`config.mk`:
```
export PLATFORM = sky130hd
export DESIGN_NAME = clint_timer_flat
export DESIGN_NICKNAME = d
export VERILOG_FILES = /design/src/rtl/clint_timer_if.sv /design/src/rtl/clint_timer.sv /design/src/flat_wrapper.sv
export SDC_FILE = /design/constraint.sdc
export NUM_CORES = 1
export LEC_CHECK = 0
export CORE_MARGIN = 8
export CORE_UTILIZATION = 50
export CTS_BUF_LIST = sky130_fd_sc_hd__clkbuf_8
export CTS_CLUSTER_SIZE = 25
export DETAILED_ROUTE_END_ITERATION = 6
export PLACE_DENSITY = 0.77
export RECOVER_POWER = 50
export SLEW_MARGIN = 40
export SYNTH_ARGS = -nofsm -noshare
export SYNTH_HDL_FRONTEND = slang
export SYNTH_SLANG_ARGS = --single-unit
```
`constraint.sdc`:
```
create_clock -name clk_in -period 6.07 [get_ports clk_in]
set_input_delay 1.214 -clock clk_in [delete_from_list [all_inputs] [get_ports clk_in]]
set_output_delay 1.214 -clock clk_in [all_outputs]
set_load 0.01 [all_outputs]
```
`src/rtl/clint_timer_if.sv`:
```
// clint_timer_if: request/response register port of clint_timer (slave = timer, master = bus agent)
interface clint_timer_if;
  logic req_valid_in;
  logic req_ready_out;
  logic req_we_in;
  logic [4:0] req_addr_in;
  logic [31:0] req_wdata_in;
  logic rsp_valid_out;
  logic rsp_ready_in;
  logic [31:0] rsp_rdata_out;
  logic rsp_err_out;
  modport slave(
    input req_valid_in, req_we_in, req_addr_in, req_wdata_in, rsp_ready_in,
    output req_ready_out, rsp_valid_out, rsp_rdata_out, rsp_err_out
  );
  modport master(
    output req_valid_in, req_we_in, req_addr_in, req_wdata_in, rsp_ready_in,
    input req_ready_out, rsp_valid_out, rsp_rdata_out, rsp_err_out
  );
endinterface

```
`src/rtl/clint_timer.sv`:
```
// clint_timer: CLINT subset (mtime, mtimecmp, msip -> MTIP/MSIP); define CLINT_MTIME_SNAPSHOT_EN for a tear-free mtime hi shadow
module clint_timer #(
  parameter int unsigned PRESCALE = 1
) (
  input  logic clk_in,
  input  logic reset_n_in,
  clint_timer_if.slave bus,
  output logic mip_mtip_out,
  output logic mip_msip_out
);
  logic [63:0] mtime_q, mtime_d, mtimecmp_q, mtimecmp_d;
  logic [15:0] pre_q, pre_d;
  logic msip_q, msip_d, mtip_q;
  logic rsp_valid_q, rsp_valid_d, err_q, err_d;
  logic [31:0] rdata_q, rdata_d, rd_val, hi_rd;
  logic [2:0] sel;
  logic acc, taken, hit, wr, rd, wr_lo, wr_hi, tick;
  assign sel = bus.req_addr_in[4:2];
  assign hit = (bus.req_addr_in[1:0] == 2'd0) && (sel <= 3'd4);
  assign acc = bus.req_valid_in & bus.req_ready_out;
  assign taken = rsp_valid_q & bus.rsp_ready_in;
  assign wr = acc & bus.req_we_in & hit;
  assign rd = acc & ~bus.req_we_in & hit;
  assign wr_lo = wr && sel == 3'd3;
  assign wr_hi = wr && sel == 3'd4;
  assign tick = pre_q == 16'(PRESCALE - 1);
`ifdef CLINT_MTIME_SNAPSHOT_EN
  logic [31:0] shadow_q;
  always_ff @(posedge clk_in or negedge reset_n_in)
    if (!reset_n_in) shadow_q <= '0;
    else if (rd && sel == 3'd3) shadow_q <= mtime_q[63:32];
  assign hi_rd = shadow_q;
`else
  assign hi_rd = mtime_q[63:32];
`endif
  assign rd_val = sel == 3'd0 ? {31'd0, msip_q} :
                  sel == 3'd1 ? mtimecmp_q[31:0] :
                  sel == 3'd2 ? mtimecmp_q[63:32] :
                  sel == 3'd3 ? mtime_q[31:0] : hi_rd;
  always_comb begin
    pre_d = (wr_lo | wr_hi | tick) ? 16'd0 : pre_q + 16'd1;
    mtime_d = wr_lo ? {mtime_q[63:32], bus.req_wdata_in} :
              wr_hi ? {bus.req_wdata_in, mtime_q[31:0]} :
              tick ? mtime_q + 64'd1 : mtime_q;
    mtimecmp_d = (wr && sel == 3'd1) ? {mtimecmp_q[63:32], bus.req_wdata_in} :
                 (wr && sel == 3'd2) ? {bus.req_wdata_in, mtimecmp_q[31:0]} : mtimecmp_q;
    msip_d = (wr && sel == 3'd0) ? bus.req_wdata_in[0] : msip_q;
    rsp_valid_d = acc | (rsp_valid_q & ~bus.rsp_ready_in);
    rdata_d = acc ? (rd ? rd_val : 32'd0) : taken ? 32'd0 : rdata_q;
    err_d = acc ? ~hit : taken ? 1'b0 : err_q;
  end
  always_ff @(posedge clk_in or negedge reset_n_in)
    if (!reset_n_in) begin
      mtime_q <= '0;
      mtimecmp_q <= '1;
      pre_q <= '0;
      msip_q <= 1'b0;
      mtip_q <= 1'b0;
      rsp_valid_q <= 1'b0;
      rdata_q <= '0;
      err_q <= 1'b0;
    end else begin
      mtime_q <= mtime_d;
      mtimecmp_q <= mtimecmp_d;
      pre_q <= pre_d;
      msip_q <= msip_d;
      mtip_q <= mtime_q >= mtimecmp_q;
      rsp_valid_q <= rsp_valid_d;
      rdata_q <= rdata_d;
      err_q <= err_d;
    end
  assign bus.req_ready_out = ~rsp_valid_q | bus.rsp_ready_in;
  assign bus.rsp_valid_out = rsp_valid_q;
  assign bus.rsp_rdata_out = rdata_q;
  assign bus.rsp_err_out = err_q;
  assign mip_mtip_out = mtip_q;
  assign mip_msip_out = msip_q;
endmodule

```
`src/flat_wrapper.sv`:
```
// flat-port wrapper written by rule: the top's interface ports become plain ports
module clint_timer_flat 
#(
  parameter int unsigned PRESCALE = 1
)
  (clk_in, reset_n_in, mip_mtip_out, mip_msip_out, bus_req_valid_in, bus_req_we_in, bus_req_addr_in, bus_req_wdata_in, bus_rsp_ready_in, bus_req_ready_out, bus_rsp_valid_out, bus_rsp_rdata_out, bus_rsp_err_out);
  clint_timer_if bus_i ();
  input  logic clk_in;
  input  logic reset_n_in;
  output logic mip_mtip_out;
  output logic mip_msip_out;
  input wire logic [$bits(bus_i.req_valid_in)-1:0] bus_req_valid_in;
  input wire logic [$bits(bus_i.req_we_in)-1:0] bus_req_we_in;
  input wire logic [$bits(bus_i.req_addr_in)-1:0] bus_req_addr_in;
  input wire logic [$bits(bus_i.req_wdata_in)-1:0] bus_req_wdata_in;
  input wire logic [$bits(bus_i.rsp_ready_in)-1:0] bus_rsp_ready_in;
  output wire logic [$bits(bus_i.req_ready_out)-1:0] bus_req_ready_out;
  output wire logic [$bits(bus_i.rsp_valid_out)-1:0] bus_rsp_valid_out;
  output wire logic [$bits(bus_i.rsp_rdata_out)-1:0] bus_rsp_rdata_out;
  output wire logic [$bits(bus_i.rsp_err_out)-1:0] bus_rsp_err_out;
  assign bus_i.req_valid_in = bus_req_valid_in;
  assign bus_i.req_we_in = bus_req_we_in;
  assign bus_i.req_addr_in = bus_req_addr_in;
  assign bus_i.req_wdata_in = bus_req_wdata_in;
  assign bus_i.rsp_ready_in = bus_rsp_ready_in;
  assign bus_req_ready_out = bus_i.req_ready_out;
  assign bus_rsp_valid_out = bus_i.rsp_valid_out;
  assign bus_rsp_rdata_out = bus_i.rsp_rdata_out;
  assign bus_rsp_err_out = bus_i.rsp_err_out;
  clint_timer #(.PRESCALE(PRESCALE)) u_core (.clk_in(clk_in), .reset_n_in(reset_n_in), .bus(bus_i), .mip_mtip_out(mip_mtip_out), .mip_msip_out(mip_msip_out));
endmodule
```
Yosys cells after proc, flatten, opt, wreduce, memory -nomap -nowiden
Index checks and enable logic that the tools add are counted.
Widths: inputs -> output; s select.

cells by class
  muxes and demuxes = 14
  bitwise gates (word level) = 17
  order comparisons = 2
  reductions and logical operators = 15
  add/sub/neg operators = 2
  equality and inequality tests = 5

operators by type and width
  operator               count
  $mux 32                9
  $mux 64                2
  $add 64x1->64 const B  1
  $ge 64x64->1           1
  $add 16x1->16 const B  1
  $logic_not 16->1       1
  $mux 16                1
  $and 1x1->1            7
  $eq 3x2->1 const B     2
  $logic_and 1x1->1      6
  $not 1->1              6
  $reduce_and 2->1       3
  $reduce_bool 2->1      3
  $or 1x1->1             4
  $eq 3x1->1 const B     1
  $eq 3x3->1 const B     1
  $le 3x3->1 const B     1
  $logic_not 3->1        1
  $logic_not 2->1        1
  $mux 1                 2
  $ne 2x1->1 const B     1

storage, ports and cells
  output and inout bits = 37
  logic and storage cells = 65
  bits of input ports = 42
  flip-flop bits (word level) = 180

Depth between registers and ports, before layout
  depth after elaboration = 9
  depth in mapped cells = 9

Worst setup path before layout
Ideal clock, no wire load.

  kind = input-to-reg
  from = input bus_rsp_ready_in
  to = register u_core.mtime_q[40]
  slack = 2925 ps
  path buffers = 2
  library setup time = 119 ps
  arrival time = 3026 ps
  stages = 8
  cells stage by stage = nand2b_1 nand3_1 or2_2 clkbuf_1 a21oi_1 clkbuf_1 o21ai_0 o21a_1

between the ends
  cells in the longest elaborated chain, start to end = 7

RTL lines
  element                                                          RTL line                              RTL
  from (decl)                                                      flat_wrapper.sv:16                    input wire logic [$bits(bus_i.rsp_ready_in)-1:0] bus_rsp_ready_in;
  $or 1x1->1 *                                                     clint_timer.sv:72                     assign bus.req_ready_out = ~rsp_valid_q | bus.rsp_ready_in;
  $and 1x1->1 *                                                    clint_timer.sv:20                     assign acc = bus.req_valid_in & bus.req_ready_out;
  $and 1x1->1 * (2 in series)                                      clint_timer.sv:22                     assign wr = acc & bus.req_we_in & hit;
  $logic_and 1x1->1, on equally long branches                      clint_timer.sv:25, clint_timer.sv:24
  $reduce_bool 2->1 (no line) / $not 1->1 (equally long branches)  --
  $reduce_and 2->1 (no line)                                       --
  to (signal assigned)                                             clint_timer.sv:63                     mtime_q <= mtime_d;
  to (decl)                                                        clint_timer.sv:11                     logic [63:0] mtime_q, mtime_d, mtimecmp_q, mtimecmp_d;

Mark *: on every way between the ends. The rest lies on a longest branch, timed or not. The select of a mux whose other input is x is not followed.
A chain may end at the register's enable or synchronous reset.

Worst setup path in the final report
  from = input bus_rsp_ready_in
  to = output bus_req_ready_out

between the ends
  cells in the longest elaborated chain, start to end = 1

RTL lines
  element     RTL line            RTL
  $or 1x1->1  clint_timer.sv:72
  to (decl)   flat_wrapper.sv:17  output wire logic [$bits(bus_i.req_ready_out)-1:0] bus_req_ready_out;

Every way passes these cells.

==> impl_results.md <==
* CP Launch Type: input pin
* Crit Reg-Reg Endpoint: u_core.mtime_q[61]
* Htree depth at 4
* Syn Std Cell Area at 11160 um^2
* Critical path fanouts, max at 5
* Largest net degree at the start of global routing at 81
* Mapped Nets at 1421
* Clock-pin slew on the worst setup and hold paths at 0.10 ns
* DR iter-0 viols at 1097
* Routed Antenna Nets at 0
* Total GRT Usage at 24.88%
* Nets at 1468
* CTS Buffer Depth at 2
* Final period utilization at 63.35%
* I/O Buffers at 78
* Final GP Congestion at 0.9102
* Cells after synthesis at 1312
* Avg Cell Area, Syn at 8.509 um^2
* TNS Setup at 0 ns
* Initial antenna violation count at 0
* Post-cts sizing count at 0
* Critical-path top delay cell: dlygate4sd3_1
* Die W at 165.4 um
* CP arrival at 2.63 ns
* Total power at 3.253 mW
* Area delta synth->final at 13.66%
* Fin. Hold Viols at 0
* DP Wirelength at 23780 um
* Core box area at 21890 um^2
* CTS root buf: clkbuf_8
* Routed WL at 33260 um
* Minimum clock period at 3.845 ns
* Post-CTS setup buffers at 0
* DR WL/cell at 20.13 um
* Worst Tran Pin Value at 1.603 ns
* Share of layout cells above drive strength 1 at 10.93%
* FFs w/ async S/R, synth at 100.0%
* Worst-path cell chain: dlygate4sd3_1, nand2b_1, clkdlybuf4s50_1
* Final setup fails at 0
* Leakage at 5.604 nW
* Slew Viols, Final at 24
* Worst-skew pair later-pin latency at 0.48 ns
* Fill cell count at 1974
* Synth area leader: dfrtp_1
* Worst IR Drop VDD at 0.1376 mV
* Post-route DRC violation count at 4
* Status: finished with violations
* Most frequent cells after synthesis: nand2_1 (151), o21ai_0 (151), a21oi_1 (128), dfrtp_1 (116), nor2_1 (97)
* Register area at 4584 um^2
* Core Rows at 54
* CTS Hold Bufs at 0
* FMAX at 0.2601 GHz
* Vias in the first global route at 9893
* Max Cap Viol at 1
* Critical path's largest stage delay at 0.61 ns
* Worst hold path type: register to register
* TritonCTS Buffers at 17
* Top post-synthesis cells by area: dfrtp_1 (26%), dfstp_2 (15%), ha_1 (7.5%)
* First-pass GRT wire length at 53920 um
* CTS tree: done
* FF-to-FF setup slack at 2.81 ns
* Register area share after synthesis at 41.07%
* Post-synth top area share at 26.00%
* FF+latch count, synth at 180
* End of the critical path: bus_req_ready_out
* DIE AREA at 27360 um^2
* Slew HR at -6.889%
* Routed length on met2 at 15390 um
* DRT Pass-1 Iters at 7
* Met1 WL at 14020 um
* Leading register cell type out of synthesis: dfrtp_1
* Synth Warn # at 0
* Unique masters post-synth at 68
* Inserted Diodes at 0
* Unrepaired setup endpoints after global routing: no
* Failing checks: DRC, capacitance limit, slew limit
* GR Overflow Total at 0
* Pwr Density at 256.4 nW/um^2
* Req. time, crit path at 4.86 ns
* Die Ht at 165.4 um
* Multi-input gate area at 6081 um^2
* Worst Setup SP: bus_rsp_ready_in
* R2R depth at 8
* Highest routing layer actually used: met4
* Met3 WL post-DR at 2718 um
* Clock skew at 0.01618 ns
* Via count at 10430
* Crit end category: primary output
* Number of synthesized flops with an enable pin at 0
* WS Path Type: input pin to primary output
* Vias per Instance at 6.312
* CTS Sinks at 180
* Starting Density at 50.99%
* Reg2Reg Launch Point: u_core.pre_q[0]
* Ports at 79
## flip-flops by register name, summed over array words and instances (netlist names)
name	flops
u_core.mtime_q	64
u_core.mtimecmp_q	64
u_core.bus.rsp_rdata_out	32
u_core.pre_q	16
u_core.bus.rsp_err_out	1
u_core.bus.rsp_valid_out	1
u_core.mip_msip_out	1
u_core.mip_mtip_out	1
## power breakdown
group	internal (mW)	leakage [nW]	total [mW]	switching (mW)
Clock	0.344	0.202	0.845	0.501
Combinational	0.318	3.26	0.836	0.519
Sequential	1.38	2.14	1.57	0.188
## worst max-delay path: cells and delay by family
family	cells	cell delay, ns
buffers and inverters	2	1.20
AND/OR/NAND/NOR	1	0.21
## how the worst min path moves through the flow
stage,startpoint,end,cells past startpoint
finish,u_core.bus.rsp_rdata_out[17],u_core.bus.rsp_rdata_out[17],2
global route,u_core.bus.rsp_rdata_out[8],u_core.bus.rsp_rdata_out[8],2
CTS,u_core.bus.rsp_rdata_out[17],u_core.bus.rsp_rdata_out[17],2
detailed placement,u_core.bus.rsp_rdata_out[13],u_core.bus.rsp_rdata_out[13],2
global placement,u_core.bus.rsp_rdata_out[10],u_core.bus.rsp_rdata_out[10],2
floorplan,u_core.pre_q[0],u_core.pre_q[0],1
## logic make-up (layout without fill, tap and decap cells)
family                   after synthesis  after routing  share of synthesized area [%]
AO/OA/AOI/OAI                        418            418                          22.09
XOR/XNOR                              14             14                          1.098
adder cells (fa/ha/maj)               67             67                          7.509
buffers and inverters                152            212                          5.223
flip-flops                           180            180                          41.07
multiplexers                          39             39                          3.519
AND/OR/NAND/NOR                      442            442                          19.49
## cell type report
class	count	share of cell area, %
clock inverter	15	1.302
sequential	180	36.13
tap	280	2.761
multi-input combinational	980	47.92
inverter	77	2.278
timing repair buffer	103	7.761
clock buffer	17	1.844
## placed cells by master, fill, tap and decap left out, drive strengths merged, types with 6 or more instances in the layout
master,synthesis,layout
and2,6,6
clkbuf,60,18
mux2i,37,37
and3,14,14
dlygate4sd3,0,17
nand3,49,49
and4,10,10
nor3,23,23
clkdlybuf4s50,0,59
xor2,11,11
dfstp,64,64
a31oi,13,13
nand2,151,151
a22oi,7,7
clkinv,0,6
nor2b,9,9
o2bb2ai,6,6
nor4,21,21
o22a,9,9
a2bb2oi,9,9
o21ai,152,152
o22ai,19,19
nor2,97,97
buf,15,26
nand4,35,35
ha,67,67
inv,77,84
a211oi,34,34
a21oi,128,128
or4,8,8
dfrtp,116,116
## layer usage
| layer | vias up | GRT usage, % |
|---|---|---|
| met5 | - | 0 |
| met4 | 0 | 10.11 |
| met3 | 84 | 4.908 |
| met2 | 474 | 38.66 |
| met1 | 5006 | 33.56 |
| li1 | 4863 | - |
## through the flow
step / instance area, um^2 / std cells / util [%] / hold slack, ns / setup slack (ns)
6_report: 12690 / 1652 / 57.96 / 0.4791 / 2.225
5_1_grt: 12690 / 1652 / 57.96 / 0.5072 / 2.190
4_1_cts: 12660 / 1651 / 57.84 / 0.4923 / 2.287
3_5_place_dp: 12260 / 1619 / 56.02 / 0.4692 / 2.137
3_3_place_gp: 12230 / 1616 / 55.86 / 0.4612 / 2.188
2_1_floorplan: 11160 / 1312 / - / 0.4857 / 2.925
(Power assumes the default switching activity.)
